[src/rtl/softmax_out_pack_pkg.sv]
// -----------------------------------------------------------------------------
// softmax_pkg
// Shared constants and types for the softmax output packer.
//   DATA_NUM_DEFAULT   : beats per softmax row (must match the softmax stage)
//   FIFO_DEPTH_DEFAULT : output FIFO entries (power of 2, at least 4)
//   FP32_W / BF16_W    : lane widths before and after conversion
//   LANES              : lanes per beat
//   BF16_QNAN_BIT      : bf16 mantissa bit forced high to quiet a NaN
//   fifo_entry_t       : one FIFO entry, packed word plus end-of-row flag
// -----------------------------------------------------------------------------
package softmax_pkg;

    localparam int DATA_NUM_DEFAULT   = 192;
    localparam int FIFO_DEPTH_DEFAULT = 16;

    localparam int FP32_W        = 32;
    localparam int BF16_W        = 16;
    localparam int LANES         = 4;
    localparam int BF16_QNAN_BIT = 6;

    localparam int IN_W  = FP32_W * LANES;
    localparam int OUT_W = BF16_W * LANES;

    typedef struct packed {
        logic             last;
        logic [OUT_W-1:0] data;
    } fifo_entry_t;

endpackage

[src/rtl/softmax_out_pack_if.sv]
// -----------------------------------------------------------------------------
// softmax_out_pack_if
// Groups the packer's two streams: the fp32 result stream coming in from the
// softmax stage (no backpressure) and the packed bf16 ready/valid stream going
// out to the consumer.
//   in_tvalid / in_tdata[127:0]          : input beats, four fp32 lanes
//   m_tvalid / m_tready / m_tdata[63:0]  : output words, four bf16 lanes
//   m_tlast                              : last word of a row
// Modports:
//   master : the packer (sinks input beats, sources output words)
//   slave  : the environment around it
// -----------------------------------------------------------------------------
interface softmax_out_pack_if;
    import softmax_pkg::*;

    logic             in_tvalid;
    logic [IN_W-1:0]  in_tdata;
    logic             m_tvalid;
    logic             m_tready;
    logic [OUT_W-1:0] m_tdata;
    logic             m_tlast;

    modport master (
        input  in_tvalid,
        input  in_tdata,
        input  m_tready,
        output m_tvalid,
        output m_tdata,
        output m_tlast
    );

    modport slave (
        output in_tvalid,
        output in_tdata,
        output m_tready,
        input  m_tvalid,
        input  m_tdata,
        input  m_tlast
    );

endinterface

[src/rtl/softmax_bf16_cvt.sv]
// -----------------------------------------------------------------------------
// softmax_bf16_cvt
// Combinational fp32 -> bf16 conversion of a single lane.
//   fp32_in[31:0]  : IEEE single-precision value
//   bf16_out[15:0] : converted value
// Build option:
//   SOFTMAX_PACK_RNE_EN defined   -> round to nearest, ties to even
//   SOFTMAX_PACK_RNE_EN undefined -> truncate (upper 16 bits)
// NaNs are always passed through as their upper half with the quiet bit set,
// so a rounding carry can never turn a NaN into Inf. Inf, zero and denormals
// go through the ordinary path without flushing.
// -----------------------------------------------------------------------------
module softmax_bf16_cvt
    import softmax_pkg::*;
(
    input  logic [FP32_W-1:0] fp32_in,
    output logic [BF16_W-1:0] bf16_out
);

    logic              is_nan;
    logic [BF16_W-1:0] upper;
    logic [BF16_W-1:0] rounded;

    assign upper  = fp32_in[FP32_W-1 -: BF16_W];
    assign is_nan = (fp32_in[30:23] == 8'hFF) && (fp32_in[22:0] != 23'd0);

`ifdef SOFTMAX_PACK_RNE_EN
    // Adding 0x7FFF plus the kept LSB to the full word carries into the upper
    // half exactly when the discarded half is above 0x8000, or equal to it
    // with an odd kept LSB. Evaluating that condition directly avoids a 32-bit
    // adder; the 16-bit increment wraps the same way the wide sum would.
    logic [BF16_W-1:0] lower;
    logic              round_up;

    assign lower    = fp32_in[BF16_W-1:0];
    assign round_up = (lower > 16'h8000) || ((lower == 16'h8000) && upper[0]);
    assign rounded  = upper + BF16_W'(round_up);
`else
    assign rounded  = upper;
`endif

    // NaN handling overrides the rounding result in every configuration.
    always_comb begin
        bf16_out = rounded;
        if (is_nan) begin
            bf16_out                = upper;
            bf16_out[BF16_QNAN_BIT] = 1'b1;
        end
    end

endmodule

[src/rtl/softmax_out_pack.sv]
// -----------------------------------------------------------------------------
// softmax_out_pack
// Output packer downstream of the softmax stage. Converts each 4-lane fp32
// beat to 4-lane bf16, tags the last beat of every DATA_NUM-beat row and
// buffers the packed words in a first-word-fall-through FIFO so the consumer
// may apply backpressure. Input to output latency is two cycles.
// Parameters:
//   DATA_NUM   : beats per row
//   FIFO_DEPTH : FIFO entries, power of 2 and at least 4
// Ports:
//   clk, rst        : clock and synchronous active-high reset
//   stage_start     : level enable, rising edge restarts the stage
//   bus (master)    : in_tvalid/in_tdata input stream,
//                     m_tvalid/m_tready/m_tdata/m_tlast output stream
//   overflow        : sticky, a word was dropped because the FIFO was full
//   rows_done[15:0] : rows fully delivered, wraps modulo 2^16
// Build option: SOFTMAX_PACK_RNE_EN selects round-to-nearest-even in the lane
// converters; otherwise they truncate.
// -----------------------------------------------------------------------------
module softmax_out_pack
    import softmax_pkg::*;
#(
    parameter int DATA_NUM   = DATA_NUM_DEFAULT,
    parameter int FIFO_DEPTH = FIFO_DEPTH_DEFAULT
) (
    input  logic               clk,
    input  logic               rst,
    input  logic               stage_start,
    softmax_out_pack_if.master bus,
    output logic               overflow,
    output logic [15:0]        rows_done
);

    localparam int               CNT_W      = (DATA_NUM > 1) ? $clog2(DATA_NUM) : 1;
    localparam int               PTR_W      = $clog2(FIFO_DEPTH);
    localparam logic [CNT_W-1:0] LAST_BEAT  = CNT_W'(DATA_NUM - 1);
    localparam logic [PTR_W:0]   FULL_COUNT = (PTR_W + 1)'(FIFO_DEPTH);

    logic             stage_start_q;
    logic             start_pulse;

    logic [OUT_W-1:0] cvt_data;
    logic             c_valid;
    logic [OUT_W-1:0] c_data;
    logic             c_last;
    logic [CNT_W-1:0] beat_cnt;

    fifo_entry_t      mem [FIFO_DEPTH];
    fifo_entry_t      head;
    logic [PTR_W:0]   wr_ptr;
    logic [PTR_W:0]   rd_ptr;
    logic             fifo_empty;
    logic             fifo_full;
    logic             push;
    logic             pop;
    logic             drop;

    // Edge detector for the stage enable; a restart is the rising edge only.
    always_ff @(posedge clk) begin
        if (rst) begin
            stage_start_q <= 1'b0;
        end else begin
            stage_start_q <= stage_start;
        end
    end

    assign start_pulse = stage_start & ~stage_start_q;

    for (genvar lane = 0; lane < LANES; lane++) begin : g_lane
        softmax_bf16_cvt u_cvt (
            .fp32_in  (bus.in_tdata[lane*FP32_W +: FP32_W]),
            .bf16_out (cvt_data[lane*BF16_W +: BF16_W])
        );
    end

    // Conversion register and row position. The beat counter follows every
    // accepted input beat, even those later dropped at the FIFO, so the row
    // boundary stays aligned with the softmax stage. A beat arriving with a
    // start pulse is discarded along with the rest of the state.
    always_ff @(posedge clk) begin
        if (rst || start_pulse) begin
            c_valid  <= 1'b0;
            c_data   <= '0;
            c_last   <= 1'b0;
            beat_cnt <= '0;
        end else begin
            c_valid <= bus.in_tvalid;
            if (bus.in_tvalid) begin
                c_data   <= cvt_data;
                c_last   <= (beat_cnt == LAST_BEAT);
                beat_cnt <= (beat_cnt == LAST_BEAT) ? '0 : beat_cnt + CNT_W'(1);
            end
        end
    end

    // Pointers carry one extra wrap bit so full and empty are distinguishable.
    assign fifo_empty = (wr_ptr == rd_ptr);
    assign fifo_full  = ((wr_ptr - rd_ptr) == FULL_COUNT);
    assign head       = mem[rd_ptr[PTR_W-1:0]];

    // A pop in the same cycle frees the slot, so a full FIFO still accepts.
    assign pop  = bus.m_tvalid & bus.m_tready;
    assign push = c_valid & (~fifo_full | pop);
    assign drop = c_valid & fifo_full & ~pop;

    // Storage has no reset; stale entries are unreachable once the pointers
    // are cleared.
    always_ff @(posedge clk) begin
        if (push) begin
            mem[wr_ptr[PTR_W-1:0]] <= '{last: c_last, data: c_data};
        end
    end

    // FIFO pointers and status. The clear on a start pulse takes priority over
    // a coinciding pop, so rows_done reads zero after a restart.
    always_ff @(posedge clk) begin
        if (rst || start_pulse) begin
            wr_ptr    <= '0;
            rd_ptr    <= '0;
            overflow  <= 1'b0;
            rows_done <= '0;
        end else begin
            if (push) begin
                wr_ptr <= wr_ptr + (PTR_W + 1)'(1);
            end
            if (pop) begin
                rd_ptr <= rd_ptr + (PTR_W + 1)'(1);
            end
            if (drop) begin
                overflow <= 1'b1;
            end
            if (pop && head.last) begin
                rows_done <= rows_done + 16'd1;
            end
        end
    end

    // The head entry falls through; data and last read as zero when idle and
    // are stable while a word waits because rd_ptr only moves on a pop.
    assign bus.m_tvalid = ~fifo_empty;
    assign bus.m_tdata  = bus.m_tvalid ? head.data : '0;
    assign bus.m_tlast  = bus.m_tvalid & head.last;

endmodule

[src/flat_wrapper.sv]
// flat-port wrapper written by rule: the top's interface ports become plain ports
module softmax_out_pack_flat import softmax_pkg::*;
#(
    parameter int DATA_NUM   = DATA_NUM_DEFAULT,
    parameter int FIFO_DEPTH = FIFO_DEPTH_DEFAULT
)
  (clk, rst, stage_start, overflow, rows_done, bus_in_tvalid, bus_in_tdata, bus_m_tready, bus_m_tvalid, bus_m_tdata, bus_m_tlast);
  softmax_out_pack_if bus_i ();
  input  logic clk;
  input  logic rst;
  input  logic stage_start;
  output logic overflow;
  output logic [15:0] rows_done;
  input wire logic [$bits(bus_i.in_tvalid)-1:0] bus_in_tvalid;
  input wire logic [$bits(bus_i.in_tdata)-1:0] bus_in_tdata;
  input wire logic [$bits(bus_i.m_tready)-1:0] bus_m_tready;
  output wire logic [$bits(bus_i.m_tvalid)-1:0] bus_m_tvalid;
  output wire logic [$bits(bus_i.m_tdata)-1:0] bus_m_tdata;
  output wire logic [$bits(bus_i.m_tlast)-1:0] bus_m_tlast;
  assign bus_i.in_tvalid = bus_in_tvalid;
  assign bus_i.in_tdata = bus_in_tdata;
  assign bus_i.m_tready = bus_m_tready;
  assign bus_m_tvalid = bus_i.m_tvalid;
  assign bus_m_tdata = bus_i.m_tdata;
  assign bus_m_tlast = bus_i.m_tlast;
  softmax_out_pack #(.DATA_NUM(DATA_NUM), .FIFO_DEPTH(FIFO_DEPTH)) u_core (.clk(clk), .rst(rst), .stage_start(stage_start), .bus(bus_i), .overflow(overflow), .rows_done(rows_done));
endmodule
[config.mk]
export PLATFORM = sky130hd
export DESIGN_NAME = softmax_out_pack_flat
export DESIGN_NICKNAME = d
export VERILOG_FILES = /design/src/rtl/softmax_out_pack_pkg.sv /design/src/rtl/softmax_out_pack_if.sv /design/src/rtl/softmax_bf16_cvt.sv /design/src/rtl/softmax_out_pack.sv /design/src/flat_wrapper.sv
export SDC_FILE = /design/constraint.sdc
export NUM_CORES = 1
export LEC_CHECK = 0
export BUFFER_PORTS_ARGS = -buffer_cell sky130_fd_sc_hd__buf_2
export CAP_MARGIN = 10
export CORE_MARGIN = 2
export CORE_UTILIZATION = 55
export CTS_CLUSTER_SIZE = 20
export DETAILED_ROUTE_END_ITERATION = 7
export PLACE_DENSITY = 0.83
export SLEW_MARGIN = 20
export SYNTH_ARGS = -nofsm -noshare
export SYNTH_HDL_FRONTEND = slang
export SYNTH_HIERARCHICAL = 1
export SYNTH_SLANG_ARGS = --single-unit
[constraint.sdc]
create_clock -name clk -period 13 [get_ports clk]
set_input_delay 3.25 -clock clk [delete_from_list [all_inputs] [get_ports clk]]
set_output_delay 3.25 -clock clk [all_outputs]
set_load 0.03 [all_outputs]
== Yosys cells after proc, flatten, opt, wreduce, memory -nomap -nowiden ==
Memories as Yosys holds them, arrays and structs flattened. A register that Yosys moved wholly into a read port is not among the register bits.
Index checks and enable logic that the tools add are counted.
Widths: inputs -> output; s select.

* Add/subtract/negate cells: 5
* Multipliers: 0
* Div/mod/pow operators: 0
* Magnitude comparators: 0
* Equality and inequality tests: 7
* Shifts and indexed selects: 0
* Mux-type cells: 10
* Bitwise logic cells: 11
* Reductions and logical operators: 10

{| class="wikitable"
|+ Operators by type and width
! kind !! number
|-
| $reduce_bool 23->1 || 4
|-
| $mux 64 || 1
|-
| $eq 8x8->1 const B || 5
|-
| $mux 7 || 4
|-
| $add 16x1->16 const B || 1
|-
| $add 5x1->5 const B || 2
|-
| $add 8x1->8 const B || 1
|-
| $mux 4 || 2
|-
| $mux 8 || 1
|-
| $and 1x1->1 || 6
|-
| $eq 5x5->1 || 1
|-
| $eq 5x5->1 const B || 1
|-
| $logic_and 1x1->1 || 5
|-
| $sub 5x5->5 || 1
|-
| $not 1->1 || 4
|-
| $mux 1 || 2
|-
| $logic_or 1x1->1 || 1
|-
| $or 1x1->1 || 1
|}

* Flip-flop bits (word level): 102
* Bits in latches: 0
* RAM bits: 1040
* ROM bits: 0
* Input bits: 133
* Output and inout port bits: 83
* Logic and storage cells: 53
* Memories: 1

{| class="wikitable"
|+ Memory list
! memory !! depth !! width !! rd ports !! clocked after Yosys merged registers in !! wr ports !! line !! text
|-
| u_core.mem || 16 || 65 || 1 || 1 || 1 || softmax_out_pack.sv:48 || <nowiki>fifo_entry_t mem [FIFO_DEPTH];</nowiki>
|}

== Depth between registers and ports, before layout ==
Gate-level depths: netlist of run 1.

* Depth in word-level cells: 7
* Mapped depth: 10
* Gate-level depth less buffers: 8

== Cells and area by module ==
The synthesis of run 1 kept the hierarchy.

{| class="wikitable"
|+ Modules (own cells, without submodules)
! module !! instances !! cells each !! area an instance (um^2) !! seq. area each (um^2)
|-
| softmax_out_pack || 1 || 1953 || 43514.2 || 33352.0
|-
| softmax_bf16_cvt || 4 || 27 || 202.7 || 0.0
|}

== Worst setup path before layout of run 1 ==
No wires, ideal clock.

* Path kind: input to register
* Start point: input bus_m_tready
* End point: memory u_core/mem[0][0] in the netlist's numbering, enable pin
* Arrival time: 8601 ps
* Required time: 12432 ps
* Path slack: 3831 ps
* Stages: 6
* Buffers on the path: 1
* Cells stage by stage: o31a_1 -> buf_2 -> nor3_1 -> o32ai_1 -> nand2_1 -> nor3_1

* Word-level cells in the longest chain between the ends: 5

{| class="wikitable"
|+ RTL lines
! element !! line !! text
|-
| start: declaration || flat_wrapper.sv:16 || <nowiki>input wire logic [$bits(bus_i.m_tready)-1:0] bus_m_tready;</nowiki>
|-
| $and 1x1->1 || softmax_out_pack.sv:102 || <nowiki>assign pop = bus.m_tvalid & bus.m_tready;</nowiki>
|-
| $or 1x1->1 || softmax_out_pack.sv:103 || <nowiki>assign push = c_valid & (~fifo_full | pop);</nowiki>
|-
| $and 1x1->1 || softmax_out_pack.sv:103 ||
|-
| $mux 1 || softmax_out_pack.sv:109 || <nowiki>if (push) begin</nowiki>
|-
| $mux 1 (implied by the code) || softmax_out_pack.sv:110 || <nowiki>mem[wr_ptr[PTR_W-1:0]] <= '{last: c_last, data: c_data};</nowiki>
|-
| end: declaration || softmax_out_pack.sv:48 ||
|}

Every way passes these cells.

==> impl_metrics.json, run 1 <==
{
  "antenna_cells": 0,
  "drtIter0Drc": 2743,
  "dieArea_um2": 82880,
  "synth_top_area_frac": 0.7046,
  "yosys.area.top_type": "edfxtp_1",
  "grt_usage": 0.2508,
  "rows": 104,
  "worst_ep_arrival_time_ns": 4.36,
  "p_leak_nw": 16.16,
  "cts_buffers": 108,
  "ys_seq_area_frac": 0.7524,
  "routabilityCongestion": 0.7817,
  "slew_headroom": 0.2462,
  "grt_pass1_vias": 22750,
  "areaGrowthSynthToFinish_pct": 12.83,
  "post_cts_buffers": 0,
  "vias": 21820,
  "crit_type": "flip-flop to output port",
  "synth_edf_count": 1040,
  "antenna_found_initial": 5,
  "cap_violations": 0,
  "fin_crit_sh": 0.5851,
  "max_freq_mhz": 131.5,
  "crit_path_max_fanout": 78,
  "cp_data_required_time_ns": 9.75,
  "report.final.slew_viol_count": 0,
  "drive_gt1_frac": 0.3306,
  "clk_pin_slew_worst_paths_ns": 0.06,
  "hold_path_class": "flip-flop to flip-flop",
  "start_kind": "flip-flop",
  "placed_cells": 3212,
  "wirelength_mm": 103.1,
  "setup_slack_ns": 5.393,
  "syn_area_per_cell_um2": 21.51,
  "worstReg2RegStart": "u_core/wr_ptr[2]",
  "worst_ir_drop_vdd_v": 0.0001213,
  "die_h_um": 287.9,
  "synth_ff_type": "edfxtp_1",
  "final.setup.tns_ns": 0,
  "antenna_left": 0,
  "vias_per_cell": 6.386,
  "start_util": 0.5530,
  "hold_start": "u_core/overflow",
  "r2r_slack_ns": 8.12,
  "yosysWarnings": 6,
  "dp_slack_ns": 5.725,
  "worst_slew_pin_slew_ns": 1.128,
  "cts_hold_repair.buffers": 0,
  "rsz0062_at_grt": "false",
  "clk_latency_ns": 0.68,
  "fin_worst_skew_ns": 0.02638,
  "synth_cells": 2061,
  "crit_path_end_kind": "output port",
  "clock_sinks": 1146,
  "grt_pass1_wl_mm": 149.9,
  "ys_ff_latch": 1146,
  "port_buffers": 215,
  "powerDensity_nw_per_um2": 150.5,
  "ctsResizeCount": 0,
  "utilization": 0.6239,
  "synth_commonest_cells": "edfxtp_1 (1040), mux4_2 (324), nor2_1 (118)",
  "synthMostInstantiatedCell": "edfxtp_1",
  "synth.top_cells.by_area": "edfxtp_1 (70%), mux4_2 (16%), dfxtp_1 (4.8%), mux2i_1 (1.5%), buf_4 (1.0%)",
  "final_cell_count_no_fill": 3416,
  "tritoncts": "done",
  "coreArea_um2": 80160,
  "root_buffer": "clkbuf_16",
  "dp_hpwl_mm": 50.96,
  "drt-pass1-iter-count": 5,
  "placed_cell_area_um2": 46300,
  "setup_violations": 0,
  "cts_buffer_depth": 3,
  "drc": 0,
  "fin_crit_ns": 7.607,
  "design_area_um2": 50010,
  "htree_num_levels": 3,
  "grt_max_degree": 101,
  "io_pins": 216,
  "avgRoutedWirePerCell_um": 30.17,
  "hold_viol": 0,
  "synth_cell_types": 41,
  "status": "finished, final reports clean",
  "grt.overflow.total": 0,
  "finalPower_mw": 7.529,
  "chipWidth_um": 287.9,
  "async_flop_share": 0,
  "syn_nets": 2205,
  "whs_ns": 0.4959,
  "syn_area_um2": 44330,
  "finalNetCount": 2407
}
==> layer usage <==
metal	up-vias	routed length, um	part of all wire	global-route usage
li1	8830	-	-	-
met1	11470	36570	0.35	0.3275
met4	10	3679	0.036	0.09624
met5	-	67	0.00065	0
met2	1277	53330	0.52	0.4275
met3	226	9402	0.091	0.04073
==> cells by family (layout without fill, tap and decap cells) <==
logic type,count (synthesis),in the layout,share of synthesized area
simple gates,294,294,0.03455
mux,391,391,0.1801
fa+ha+maj,11,11,0.003105
buf+inv,170,465,0.02072
xor+xnor,29,29,0.005730
flops,1146,1146,0.7524
compound gates,20,20,0.003331
==> report_power, final <==
group	switching (mW)	internal [mW]
sequential	0.0415	4.03
combinational	0.127	0.0940
clock	1.35	1.89
total	1.52	6.01
==> area by class of cell <==
cell class / count / area (um2)
fillers: 5218 / 30150
clock buffers: 153 / 3034
inverters: 8 / 30.03
clock inverters: 50 / 645.6
repair buffers: 254 / 1435
well taps: 1060 / 1326
multi-input cells: 745 / 10170
flip-flops and latches: 1146 / 33370
==> worst paths after layout <==
| kind | depth (start not counted) | endpoint |
|---|---|---|
| worst max-delay path | 6 | bus_m_tdata[9] |
| worst min-delay path | 2 | u_core/overflow |
| worst max register to register | 7 | u_core/mem[14][29] |
| worst min register to register | 2 | u_core/overflow |
==> placed cells by master, fill, tap and decap left out, types with 3 or more instances in the layout <==
cell type	n
nand4_1	22
nor2b_1	3
o31ai_1	3
nor4_1	8
nor2_4	12
buf_6	3
mux2i_1	66
clkbuf_8	12
mux4_2	324
nor3_2	4
nand3_1	9
clkbuf_1	31
and2_1	66
clkbuf_16	110
nor2_1	106
dfxtp_1	102
clkinv_1	7
clkinv_2	13
nor4_2	12
xnor2_1	12
nor3_1	9
nand2_1	27
ha_1	11
nand2b_1	5
buf_2	214
and3_1	3
bufinv_16	13
clkinv_8	3
inv_1	8
a21oi_1	5
buf_4	34
edfxtp_1	1040
o22a_1	4
xor2_1	17
clkinv_4	5
clkinvlp_4	6
dfxtp_4	4
inv_6	3
==> flip-flops by register name (all words and copies together) (netlist names), named ones only <==
name / flops
u_core/c_last: 1
u_core/rd_ptr: 5
u_core/overflow: 1
u_core/stage_start_q: 1
u_core/mem: 1040
u_core/beat_cnt: 8
u_core/wr_ptr: 5
u_core/c_valid: 1
u_core/rows_done: 16
u_core/c_data: 64
==> worst max-delay path: stages, from the launching register on <==
cell	delay [ns]
dfxtp_4	0.66
buf_6	0.67
buf_4	0.91
mux4_2	0.44
mux4_2	0.48
and2_1	0.25
buf_2	0.21
No activity file was read; power rests on OpenSTA's default activity.
==> run 2, diff against run 1 <==
clock period = 7 ns   (was 13 ns; I/O delays follow)
==> impl_metrics.json, run 2 (synthesis results as in run 1) <==
{
  "rows": 104,
  "htree_num_levels": 3,
  "chipWidth_um": 287.9,
  "slew_headroom": 0.2562,
  "tritoncts": "done",
  "final.setup.tns_ns": 0,
  "dp_slack_ns": 1.979,
  "status": "finished, final reports clean",
  "wirelength_mm": 109.4,
  "cap_violations": 0,
  "worst_slew_pin_slew_ns": 1.112,
  "crit_type": "flip-flop to output port",
  "largest_reg_flops": 1040,
  "hold_path_class": "flip-flop to flip-flop",
  "layout_commonest_cell": "edfxtp_1",
  "drtIter0Drc": 3048,
  "fin_crit_sh": 0.7896,
  "drive_gt1_frac": 0.3299,
  "start_kind": "flip-flop",
  "fin_worst_skew_ns": 0.03029,
  "placed_cell_area_um2": 46500,
  "port_buffers": 215,
  "clk_pin_slew_worst_paths_ns": 0.06,
  "drt-pass1-iter-count": 5,
  "antenna_found_initial": 3,
  "powerDensity_nw_per_um2": 275.8,
  "clock_sinks": 1146,
  "setup_violations": 0,
  "vias_per_cell": 6.559,
  "utilization": 0.6239,
  "vias": 22420,
  "finalNetCount": 2409,
  "grt_max_degree": 100,
  "design_area_um2": 50010,
  "antenna_cells": 0,
  "cp_data_required_time_ns": 5.25,
  "post_cts_buffers": 0,
  "drc": 0,
  "ctsResizeCount": 0,
  "finalPower_mw": 13.79,
  "fin_crit_ns": 5.527,
  "root_buffer": "clkbuf_16",
  "grt.overflow.total": 0,
  "setup_slack_ns": 1.473,
  "grt_usage": 0.2671,
  "rsz0062_at_grt": "false",
  "cts_hold_repair.buffers": 0,
  "crit_path_end_kind": "output port",
  "p_leak_nw": 16.13,
  "areaGrowthSynthToFinish_pct": 12.83,
  "worst_ep_arrival_time_ns": 3.78,
  "grt_pass1_wl_mm": 159.3,
  "grt_pass1_vias": 23490,
  "avgRoutedWirePerCell_um": 32.01,
  "cts_buffers": 107,
  "coreArea_um2": 80160,
  "worst_ir_drop_vdd_v": 0.0002262,
  "layout_common_cells": "edfxtp_1 (1040), mux4_2 (324), buf_2 (214), clkbuf_16 (108), nor2_1 (106)",
  "cts_buffer_depth": 3,
  "hold_viol": 0,
  "report.final.slew_viol_count": 0,
  "dp_hpwl_mm": 54.32,
  "dieArea_um2": 82880,
  "routabilityCongestion": 0.7952,
  "crit_path_max_fanout": 99,
  "clk_latency_ns": 0.68,
  "start_util": 0.5530,
  "die_h_um": 287.9,
  "antenna_left": 0,
  "io_pins": 216,
  "max_freq_mhz": 180.9
}
[run 2: changes by cell type in the layout (fill, tap and decap cells not counted), moves of 4 or more]
cell       previous run  this run
bufinv_16            13         9
clkinv_2             13        22
clkbuf_1             31        23
buf_4                34        27
nor3_2                4         0
nor3_4                0         4
clkinv_1              7        18
buf_12                1        15
[run 2: final timing paths]
path / end / start / slack (ns) / cells after the start
min: u_core/overflow / u_core/overflow / 0.48 / 2
min reg2reg: u_core/overflow / u_core/overflow / 0.48 / 2
max: bus_m_tdata[23] / flip-flop / 1.47 / 5
max reg2reg: u_core/mem[10][10] / u_core/wr_ptr[2] / 2.18 / 7
[run 2: cell type report]
type                    instances  area, um2
inverters                       8      30.03
fillers                      5054      30150
clock inverters                60      563.0
flip-flops and latches       1146      33370
well taps                    1060       1326
repair buffers                257       1585
clock buffers                 142       2940
multi-input cells             745      10200
[run 2: critical path: stages (launching register included)]
cell and delay [ns]:
dfxtp_4 0.98, buf_12 0.52, mux4_2 0.47, mux4_2 0.58
and2_1 0.21, buf_2 0.17
[run 2: routing by layer]
metal / track usage / wire, um / up-vias
li1: - / - / 8820
met1: 0.3439 / 37750 / 11650
met2: 0.4558 / 56720 / 1624
met3: 0.04445 / 10210 / 323
met4: 0.1101 / 4710 / 4
met5: 0 / 27 / -
[run 2: report_power, final]
part / internal, mW / switching [mW] / total, mW
logic: 0.176 / 0.240 / 0.415
clock network: 3.29 / 2.52 / 5.81
registers: 7.48 / 0.0864 / 7.57
[run 2: metrics by stage]
stage	hold slack, ns	instances
2_1_floorplan	0.4794	2061
3_3_place_gp	0.4578	3214
3_5_place_dp	0.4653	3215
4_1_cts	0.4809	3417
5_1_grt	0.5304	3418
6_report	0.4779	3418
